**src/rtl/pipe_final_adder_pkg.sv**
```systemverilog
// Shared helpers for the pipelined final adder: stage count and segment bounds.
package pipe_final_adder_pkg;

  localparam int unsigned DefWidth = 10;
  localparam int unsigned DefSeg   = 4;

  // Number of pipeline stages: ceil(width / seg).
  function automatic int unsigned nstg(input int unsigned width, input int unsigned seg);
    return (width + seg - 1) / seg;
  endfunction

  // Lowest bit index covered by segment k.
  function automatic int unsigned seg_lo(input int unsigned k, input int unsigned seg);
    return k * seg;
  endfunction

  // Highest bit index covered by segment k; the last segment may be narrower.
  function automatic int unsigned seg_hi(input int unsigned k, input int unsigned seg,
                                         input int unsigned width);
    int unsigned top;
    top = (k + 1) * seg;
    if (top > width) top = width;
    return top - 1;
  endfunction

endpackage

```
**src/rtl/pfa_stage.sv**
```systemverilog
// One pipeline stage of the final adder: adds segment K of the operands with the
// incoming carry, and holds the partial sum, carry and remaining operand bits.
module pfa_stage
  import pipe_final_adder_pkg::*;
#(
  parameter int unsigned WIDTH = DefWidth,
  parameter int unsigned SEG   = DefSeg,
  parameter int unsigned K     = 0
) (
  input  logic             clk,
  input  logic             rst_n,
  input  logic             i_valid,     // upstream holds data
  input  logic             i_ready,     // this stage may load this cycle
  input  logic             i_dn_ready,  // downstream takes our data this cycle
  input  logic [WIDTH-1:0] i_a,
  input  logic [WIDTH-1:0] i_b,
  input  logic [WIDTH-1:0] i_s,
  input  logic             i_c,
  output logic             o_valid,
  output logic [WIDTH-1:0] o_a,
  output logic [WIDTH-1:0] o_b,
  output logic [WIDTH-1:0] o_s,
  output logic             o_c
);

  localparam int unsigned Lo   = seg_lo(K, SEG);
  localparam int unsigned Hi   = seg_hi(K, SEG, WIDTH);
  localparam int unsigned SegW = Hi - Lo + 1;
  // Operand bits still to be added by later stages.
  localparam logic [WIDTH-1:0] UpMask = {WIDTH{1'b1}} << (Hi + 1);
  // Sum bits already completed by earlier stages.
  localparam logic [WIDTH-1:0] LoMask = ~({WIDTH{1'b1}} << Lo);

  logic [SegW-1:0] w_seg_a;
  logic [SegW-1:0] w_seg_b;
  logic [SegW:0]   w_sum;
  logic            w_adv;
  logic            w_load;

  logic             r_v;
  logic [WIDTH-1:0] r_a;
  logic [WIDTH-1:0] r_b;
  logic [WIDTH-1:0] r_s;
  logic             r_c;

  assign w_seg_a = SegW'(i_a >> Lo);
  assign w_seg_b = SegW'(i_b >> Lo);
  assign w_sum   = {1'b0, w_seg_a} + {1'b0, w_seg_b} + {{SegW{1'b0}}, i_c};
  assign w_adv   = r_v & i_dn_ready;
  assign w_load  = i_valid & i_ready;

  // Valid bit and data registers; data only changes when a new word loads.
  always_ff @(posedge clk or negedge rst_n) begin
    if (!rst_n) begin
      r_v <= 1'b0;
      r_a <= '0;
      r_b <= '0;
      r_s <= '0;
      r_c <= 1'b0;
    end else begin
      if (w_load) begin
        r_v <= 1'b1;
      end else if (w_adv) begin
        r_v <= 1'b0;
      end
      if (w_load) begin
        r_a <= i_a & UpMask;
        r_b <= i_b & UpMask;
        r_s <= (i_s & LoMask) | (WIDTH'(w_sum[SegW-1:0]) << Lo);
        r_c <= w_sum[SegW];
      end
    end
  end

  assign o_valid = r_v;
  assign o_a     = r_a;
  assign o_b     = r_b;
  assign o_s     = r_s;
  assign o_c     = r_c;

endmodule

```
**src/rtl/pipe_final_adder.sv**
```systemverilog
// Pipelined carry-propagate final adder for the Wallace-tree multipliers.
// Optional build macro PIPE_FINAL_ADDER_SAT_EN: saturate s to all ones on carry out.
module pipe_final_adder
  import pipe_final_adder_pkg::*;
#(
  parameter int unsigned WIDTH = DefWidth,
  parameter int unsigned SEG   = DefSeg
) (
  input  logic             clk,
  input  logic             rst_n,
  input  logic             in_valid,
  output logic             in_ready,
  input  logic [WIDTH-1:0] a,
  input  logic [WIDTH-1:0] b,
  output logic             out_valid,
  input  logic             out_ready,
  output logic [WIDTH-1:0] s,
  output logic             cout
);

  localparam int unsigned NSTG = nstg(WIDTH, SEG);

  // Index k is the input of stage k; index NSTG is the last stage's output.
  logic             w_v [NSTG+1];
  logic [WIDTH-1:0] w_a [NSTG+1];
  logic [WIDTH-1:0] w_b [NSTG+1];
  logic [WIDTH-1:0] w_s [NSTG+1];
  logic             w_c [NSTG+1];
  // w_rdy[k]: stage k can load; w_rdy[NSTG] is the consumer's ready.
  logic [NSTG:0]    w_rdy;

  assign w_v[0] = in_valid;
  assign w_a[0] = a;
  assign w_b[0] = b;
  assign w_s[0] = '0;
  assign w_c[0] = 1'b0;

  // Ready chain from the output back to the input: a stage can load when empty or
  // when its own data moves on in the same cycle.
  always_comb begin
    w_rdy       = '0;
    w_rdy[NSTG] = out_ready;
    for (int k = int'(NSTG) - 1; k >= 0; k--) begin
      w_rdy[k] = ~w_v[k+1] | w_rdy[k+1];
    end
  end

  for (genvar k = 0; k < NSTG; k++) begin : g_stage
    pfa_stage #(
      .WIDTH (WIDTH),
      .SEG   (SEG),
      .K     (k)
    ) u_stage (
      .clk        (clk),
      .rst_n      (rst_n),
      .i_valid    (w_v[k]),
      .i_ready    (w_rdy[k]),
      .i_dn_ready (w_rdy[k+1]),
      .i_a        (w_a[k]),
      .i_b        (w_b[k]),
      .i_s        (w_s[k]),
      .i_c        (w_c[k]),
      .o_valid    (w_v[k+1]),
      .o_a        (w_a[k+1]),
      .o_b        (w_b[k+1]),
      .o_s        (w_s[k+1]),
      .o_c        (w_c[k+1])
    );
  end

  assign in_ready  = w_rdy[0];
  assign out_valid = w_v[NSTG];
  assign cout      = w_c[NSTG];

`ifdef PIPE_FINAL_ADDER_SAT_EN
  assign s = w_c[NSTG] ? {WIDTH{1'b1}} : w_s[NSTG];
`else
  assign s = w_s[NSTG];
`endif

endmodule

```
**config.mk**
```make
export PLATFORM = sky130hd
export DESIGN_NAME = pipe_final_adder
export DESIGN_NICKNAME = d
export VERILOG_FILES = /design/src/rtl/pipe_final_adder_pkg.sv /design/src/rtl/pfa_stage.sv /design/src/rtl/pipe_final_adder.sv
export SDC_FILE = /design/constraint.sdc
export NUM_CORES = 1
export LEC_CHECK = 0
export CORE_MARGIN = 10
export CORE_UTILIZATION = 50
export DETAILED_ROUTE_END_ITERATION = 7
export PLACE_DENSITY = 0.82
export SLEW_MARGIN = 20
export SYNTH_ARGS = -nofsm -noshare
export SYNTH_HDL_FRONTEND = slang
export SYNTH_SLANG_ARGS = --single-unit
```
**constraint.sdc**
```tcl
create_clock -name clk -period 2.71 [get_ports clk]
set_input_delay 0.542 -clock clk [delete_from_list [all_inputs] [get_ports clk]]
set_output_delay 0.542 -clock clk [all_outputs]
set_load 0.005 [all_outputs]
```
==> results of run 1 <==
logic make-up (layout without fill, tap and decap cells):
| family | after synthesis | after routing |
|---|---|---|
| buffers and inverters | 12 | 53 |
| XOR/XNOR | 2 | 2 |
| adder cells (fa/ha/maj) | 12 | 12 |
| AND/OR/NAND/NOR | 14 | 14 |
| flip-flops | 44 | 44 |
| multiplexers | 36 | 36 |
| AO/OA/AOI/OAI | 17 | 17 |
worst reg2reg max path, cell delays in order, from the launching register on:
cell       delay [ps]
dfrtp_1           420
fa_1              480
fa_1              430
a21o_1            200
a2111oi_0         650
a21oi_1            80
placed cells by master, fill, tap and decap left out, types with 5 or more instances in the layout:
cell type,n
inv_1,9
ha_1,7
clkbuf_8,6
a21oi_1,5
mux2_4,9
fa_1,5
clkdlybuf4s50_1,35
dfrtp_1,44
mux2_2,24
power by group through the flow:
stage / combinational [mW] / sequential [mW] / clock [mW]
after floorplan: 0.351 / 0.962 / 0
after global placement: 0.613 / 0.972 / 0
after detailed placement: 0.645 / 0.991 / 0
after CTS: 0.656 / 0.977 / 0.529
after global routing: 0.718 / 1.01 / 0.559
final: 0.641 / 0.975 / 0.515
through the flow:
stage	cells	area, µm²
2_1_floorplan	137	2037
3_3_place_gp	220	2416
3_5_place_dp	220	2416
4_1_cts	228	2537
5_1_grt	228	2537
6_report	228	2537
worst min-delay path by stage:
stage / start / cells past startpoint / to / slack [ps]
floorplan: rst_n / 0 / g_stage[0].u_stage.o_a[4] / 250
global placement: g_stage[0].u_stage.o_b[8] / 1 / g_stage[1].u_stage.o_b[8] / 480
detailed placement: g_stage[1].u_stage.o_s[0] / 1 / g_stage[1].u_stage.o_s[0] / 490
CTS: rst_n / 1 / g_stage[0].u_stage.o_a[5] / 420
global route: rst_n / 1 / g_stage[2].u_stage.o_valid / 460
finish: rst_n / 1 / g_stage[2].u_stage.o_s[2] / 400
state kept, by name, summed over array words and instances (netlist names):
name and flops:
g_stage.u_stage.o_s 22, g_stage.u_stage.o_a 8, g_stage.u_stage.o_c 3, g_stage.u_stage.o_b 8, g_stage.u_stage.o_valid 3
routing by layer:
metal	GRT usage, %	routed length (µm)
met2	20.77	2122
met4	4.110	59
met3	4.883	186
met5	0	0
met1	13.35	1562
layout make-up:
| cell class | count | area, µm² | area share [%] |
|---|---|---|---|
| timing repair buffer | 36 | 355.3 | 14.00 |
| multi-input combinational | 81 | 863.3 | 34.02 |
| tap | 50 | 62.56 | 2.465 |
| clock buffer | 6 | 82.58 | 3.254 |
| inverter | 9 | 33.78 | 1.331 |
| clock inverter | 2 | 38.79 | 1.529 |
| sequential | 44 | 1101 | 43.39 |
==> results by group, run 1 <==
Synthesis
  • Largest family of logic cells by synthesized area: multiplexers
  • Largest area contributor in the netlist: dfrtp_1
  • Sequential area share after synthesis: 54.05%
  • Top cells by area, synth: dfrtp_1 54%, mux2_2 13%, mux2_4 6.6%, fa_1 4.9%, ha_1 4.3%
  • Post-synth cell types: 29
  • Post-synthesis compound-gate area fraction: 5.405%
  • Synth Cell Area: 0.002037 mm²
  • Post-Synth Simple-Gate Area: 5.528%
  • Main flop type after synthesis: dfrtp_1
  • Most common cell in the synthesized netlist: dfrtp_1
  • Synth top area share: 54.05%
  • Synth Area in XOR/XNOR: 0.8600%
  • Post-synthesis mux area share: 21.38%
  • Number of enable flip-flop cells after synthesis: 0
  • Yosys warning count: 0
  • Top cells by count, synth: 44 x dfrtp_1, 24 x mux2_2, 9 x inv_1, 9 x mux2_4, 7 x ha_1
  • Gate Count Post-Synth: 137
  • Mean Syn Cell Area: 14.87 µm²
  • Synthesized-area fraction occupied by adder cells: 9.214%
  • Syn Nets: 173
  • Async S/R FF share, synth: 100.0%
  • FF+latch count, synth: 44

Placement
  • Placement Setup Slack: 395.9 ps
  • Final HPWL DP: 3.011 mm
  • Gpl congestion: 0.7500
  • Port buffer count: 36

Detailed routing
  • WL/cell: 17.24 µm
  • Drt pass-1 iters: 4
  • Remaining DRCs: 0
  • Vias: 1,188
  • 1st-iter DRT viols: 63
  • DR vias/cell: 5.211
  • Routed Antenna Nets: 0
  • Drt total wl: 3.931 mm

Status
  • Run status: finished, final reports clean

Critical path
  • Reg2Reg Setup Slack: 310 ps
  • Critical path required time: 2860 ps
  • CP startpoint kind: flop
  • Buf+Inv Stages, Crit Path: 0
  • Critical Path AT: 2550 ps
  • Slowest-stage cell, CP: a2111oi_0
  • Worst setup EP type: flop
  • Crit path top cell by count: fa_1
  • Crit Path Max Fanout: 2
  • Worst Reg-to-Reg Cells: 5
  • Crit-path leading delay family: compound AO/OA/AOI/OAI gates
  • Worst setup startpoint: g_stage[0].u_stage.o_c
  • Crit Path Category: reg2reg
  • Slowest Stage Delay on Critical Path: 650 ps
  • Worst setup endpoint: g_stage[1].u_stage.o_c
  • Stages on worst setup path: 5
  • Crit-path cells: fa_1, fa_1, a21o_1, a2111oi_0, a21oi_1
  • Reg-to-Reg Start: g_stage[0].u_stage.o_c
  • Worst r2r dst: g_stage[1].u_stage.o_c

Clock network
  • Clock Pin Slew Worst Setup and Hold Paths: 80 ps
  • Cts hold-fix bufs: 0
  • Setup Buffers After CTS: 0
  • Max H-tree Level: 2
  • Clock Path Buffers: 2
  • Clock Tree Root: clkbuf_8
  • Clock Sinks: 44
  • CTS tree: built
  • Clock latency on the worst-skew pair: 290 ps
  • Post-CTS sizing: 0
  • Num CTS Buffers: 5

Power and ir drop
  • Power share of the clock group: 24.2%
  • Internal Power: 1.565 mW
  • Max rail drop VDD: 0.0003939 V
  • Combinational power share: 30.1%
  • P_leak: 1.158 nW
  • P_sw: 0.5660 mW
  • Flop pwr share: 45.8%
  • Sw frac: 26.56%
  • PD cells: 839.8 mW/mm²
  • Design Power: 2.131 mW

GRT
  • Largest net degree at the start of global routing: 45
  • Total grt overflow: 0
  • Gr usage total: 12.17%
  • Number of global-route vias before repair: 1,350
  • Initial antenna violation count: 0
  • Global-route wire length before repair: 6.941 mm

Timing
  • Setup violators final: 0
  • Setup Skew: 6.327 ps
  • Worst slew pin tran: 967.1 ps
  • Fmax: 417.3 MHz
  • Tmin final: 2397 ps
  • Final worst slack: 313.4 ps
  • Slew HR: 35.52%
  • Max-slew violations: 0
  • Final hold vios: 0
  • Period utilization: 88.43%
  • Total negative slack: 0 ps
  • RSZ-0062 raised after global routing: no
  • Worst Hold Slack: 398.1 ps

Floorplanning
  • Die Y-Extent: 83.83 µm
  • Core area: 0.003971 mm²
  • Die Area: 0.007027 mm²
  • Site Rows: 23
  • Initial Util: 51.29%
  • Die W: 83.83 µm
  • IO Count: 37

Job
  • Max cap viols: 0

Final layout
  • Diode count: 0
  • Final Util: 63.89%
  • Filler instances: 284
  • Area delta synth->final: 24.57%
  • Layout cells sized above 1: 25.84%
  • Final #Nets: 213

Hold path
  • Worst hold path class: in2async
(Power assumes the default switching activity.)
==> run 2: changes to the inputs <==
GPL_TIMING_DRIVEN = 0   (was default)
==> run 2 against run 1 <==
  * Register-to-register slack gained 180 ps
  * Sequential power fell by 0.4%
  * Final cell count increased by 1.8%
  * Maximum frequency up 1.9%
  * Routed wire length grew 0.38%
  * Setup slack gained 44 ps
  * Cell area up 1.8%
  * First-iteration DRC count up 33%
==> results by group, run 2 (same netlist as run 1, synthesis figures left out) <==
Timing
  • Fmax: 425.2 MHz (+1.9%)
  • Final worst slack: 357.9 ps (+44.49 ps)
  • Final hold vios: 0 (unchanged)
  • Total negative slack: 0 ps (unchanged)
  • Setup violators final: 0 (unchanged)
  • Slew HR: 64.84% (+29 points)
  • Tmin final: 2352 ps (-44.49 ps)
  • Setup Skew: 3.938 ps (-2.390 ps)
  • Period utilization: 86.79% (-1.6 points)
  • Worst slew pin tran: 514.2 ps (-453.0 ps)
  • Max-slew violations: 0 (unchanged)
  • Worst Hold Slack: 105.2 ps (-292.9 ps)
  • RSZ-0062 raised after global routing: no

Clock network
  • Clock latency on the worst-skew pair: 290 ps (about the same)
  • Clock Path Buffers: 2 (unchanged)
  • Cts hold-fix bufs: 0 (unchanged)
  • CTS tree: built
  • Setup Buffers After CTS: 0 (unchanged)
  • Post-CTS sizing: 0 (unchanged)
  • Clock Tree Root: clkbuf_8
  • Num CTS Buffers: 5 (unchanged)
  • Clock Pin Slew Worst Setup and Hold Paths: 80 ps (about the same)
  • Clock Sinks: 44 (unchanged)
  • Max H-tree Level: 2 (unchanged)

Placement
  • Gpl congestion: 0.7503 (about the same)
  • DP Cell Count: 224 (+1.8%)
  • Placement Setup Slack: 356.5 ps (-39.38 ps)
  • Post-DP Area: 0.002475 mm² (+2.4%)
  • Final HPWL DP: 3.116 mm (+3.5%)
  • Port buffer count: 36 (unchanged)

Status
  • Run status: finished, final reports clean

Critical path
  • Reg-to-Reg Start: g_stage[0].u_stage.o_c
  • Crit-path cells: clkdlybuf4s50_1, nand4b_4, clkdlybuf4s50_1
  • Crit path top cell by count: clkdlybuf4s50_1
  • Slowest Stage Delay on Critical Path: 540 ps (-110 ps)
  • Critical path required time: 2170 ps (-690 ps)
  • CP startpoint kind: input pin
  • Slowest-stage cell, CP: clkdlybuf4s50_1
  • Crit Path Max Fanout: 6 (+4)
  • Worst setup startpoint: out_ready
  • Critical Path AT: 1810 ps (-740 ps)
  • Crit Path Category: in2out
  • Worst setup EP type: output pin

GRT
  • Gr usage total: 12.19% (+0.018 points)
  • Number of global-route vias before repair: 1,379 (+2.1%)
  • Largest net degree at the start of global routing: 36 (-20%)
  • Global-route wire length before repair: 7.051 mm (+1.6%)
  • Total grt overflow: 0 (unchanged)
  • Initial antenna violation count: 0 (unchanged)

Detailed routing
  • Drt pass-1 iters: 4 (unchanged)
  • Routed Antenna Nets: 0 (unchanged)
  • Met2 WL: 2.174 mm (+2.5%)
  • Met3 WL post-DR: 172 µm (-7.5%)
  • 1st-iter DRT viols: 84 (+33%)
  • Drt total wl: 3.946 mm (+0.38%)
  • DR top layer: met4
  • WL/cell: 17.01 µm (-1.3%)
  • Remaining DRCs: 0 (unchanged)
  • DR vias/cell: 5.345 (+2.6%)
  • M1 WL: 1.549 mm (-0.83%)
  • Vias: 1,240 (+4.4%)

Hold path
  • Worst hold path class: in2async

Final layout
  • Post-route cell area: 0.002582 mm² (+1.8%)
  • Final Util: 65.03% (+1.1 points)
  • Area delta synth->final: 26.78%
  • Diode count: 0 (unchanged)
  • Max FFs per register: 22 (unchanged)
  • Filler instances: 286 (+0.70%)
  • Final Instance Count excl. Fillers: 232 (+1.8%)
  • Layout cells sized above 1: 26.92% (+1.1 points)
  • Commonest non-fill, non-tap cell in the layout: dfrtp_1
  • Register area: 0.001101 mm² (unchanged)
  • Final #Nets: 217 (+1.9%)
  • Area of the multi-input gates: 863.3 µm² (unchanged)
  • Most frequent cells in the layout: 44 x dfrtp_1, 35 x clkdlybuf4s50_1, 24 x mux2_2

Power and ir drop
  • P_leak: 1.182 nW (+2.0%)
  • Max rail drop VDD: 0.0003684 V (-6.5%)
  • PD cells: 818.5 mW/mm² (-2.5%)
  • Design Power: 2.114 mW (-0.80%)

Floorplanning
  • Die W: 83.83 µm (unchanged)
  • Die Y-Extent: 83.83 µm (unchanged)
  • Die Area: 0.007027 mm² (unchanged)
  • Core area: 0.003971 mm² (unchanged)
  • Site Rows: 23 (unchanged)
  • IO Count: 37 (unchanged)
  • Initial Util: 51.29% (unchanged)

Job
  • Max cap viols: 0 (unchanged)
-- run 2: final timing paths --
path / endpoint / slack, ps / cells after the start
worst max-delay path: in_ready / 360 / 3
worst min-delay path: g_stage[2].u_stage.o_s[1] / 110 / 1
worst max register to register: g_stage[1].u_stage.o_c / 490 / 5
worst min register to register: g_stage[1].u_stage.o_s[3] / 510 / 1
max in group asynchronous: g_stage[0].u_stage.o_b[8] / 2150 / 2
min in group clk: g_stage[1].u_stage.o_s[3] / 510 / 1
-- run 2: cell type report --
class | instances | share of cell area, %
flip-flops and latches | 44 | 42.64
multi-input cells | 81 | 33.43
repair buffers | 37 | 14.53
clock buffers | 6 | 2.810
well taps | 50 | 2.422
plain buffers | 3 | 1.502
clock inverters | 2 | 1.357
inverters | 9 | 1.308
-- run 2: where the power goes --
part	leakage [nW]	switching, mW	internal [mW]
combinational	0.614	0.237	0.420
clock	0.0552	0.213	0.273
sequential	0.513	0.114	0.858
-- run 2: worst max-delay path: cells and delay by family --
kind | cells | cell delay, ps
simple gates | 1 | 200
buf+inv | 2 | 1060
-- run 2: layer usage --
metal | vias up | track usage, %
met1 | 636 | 13.46
li1 | 567 | -
met3 | 7 | 3.809
met4 | 0 | 4.718
met2 | 30 | 21.18
met5 | - | 0
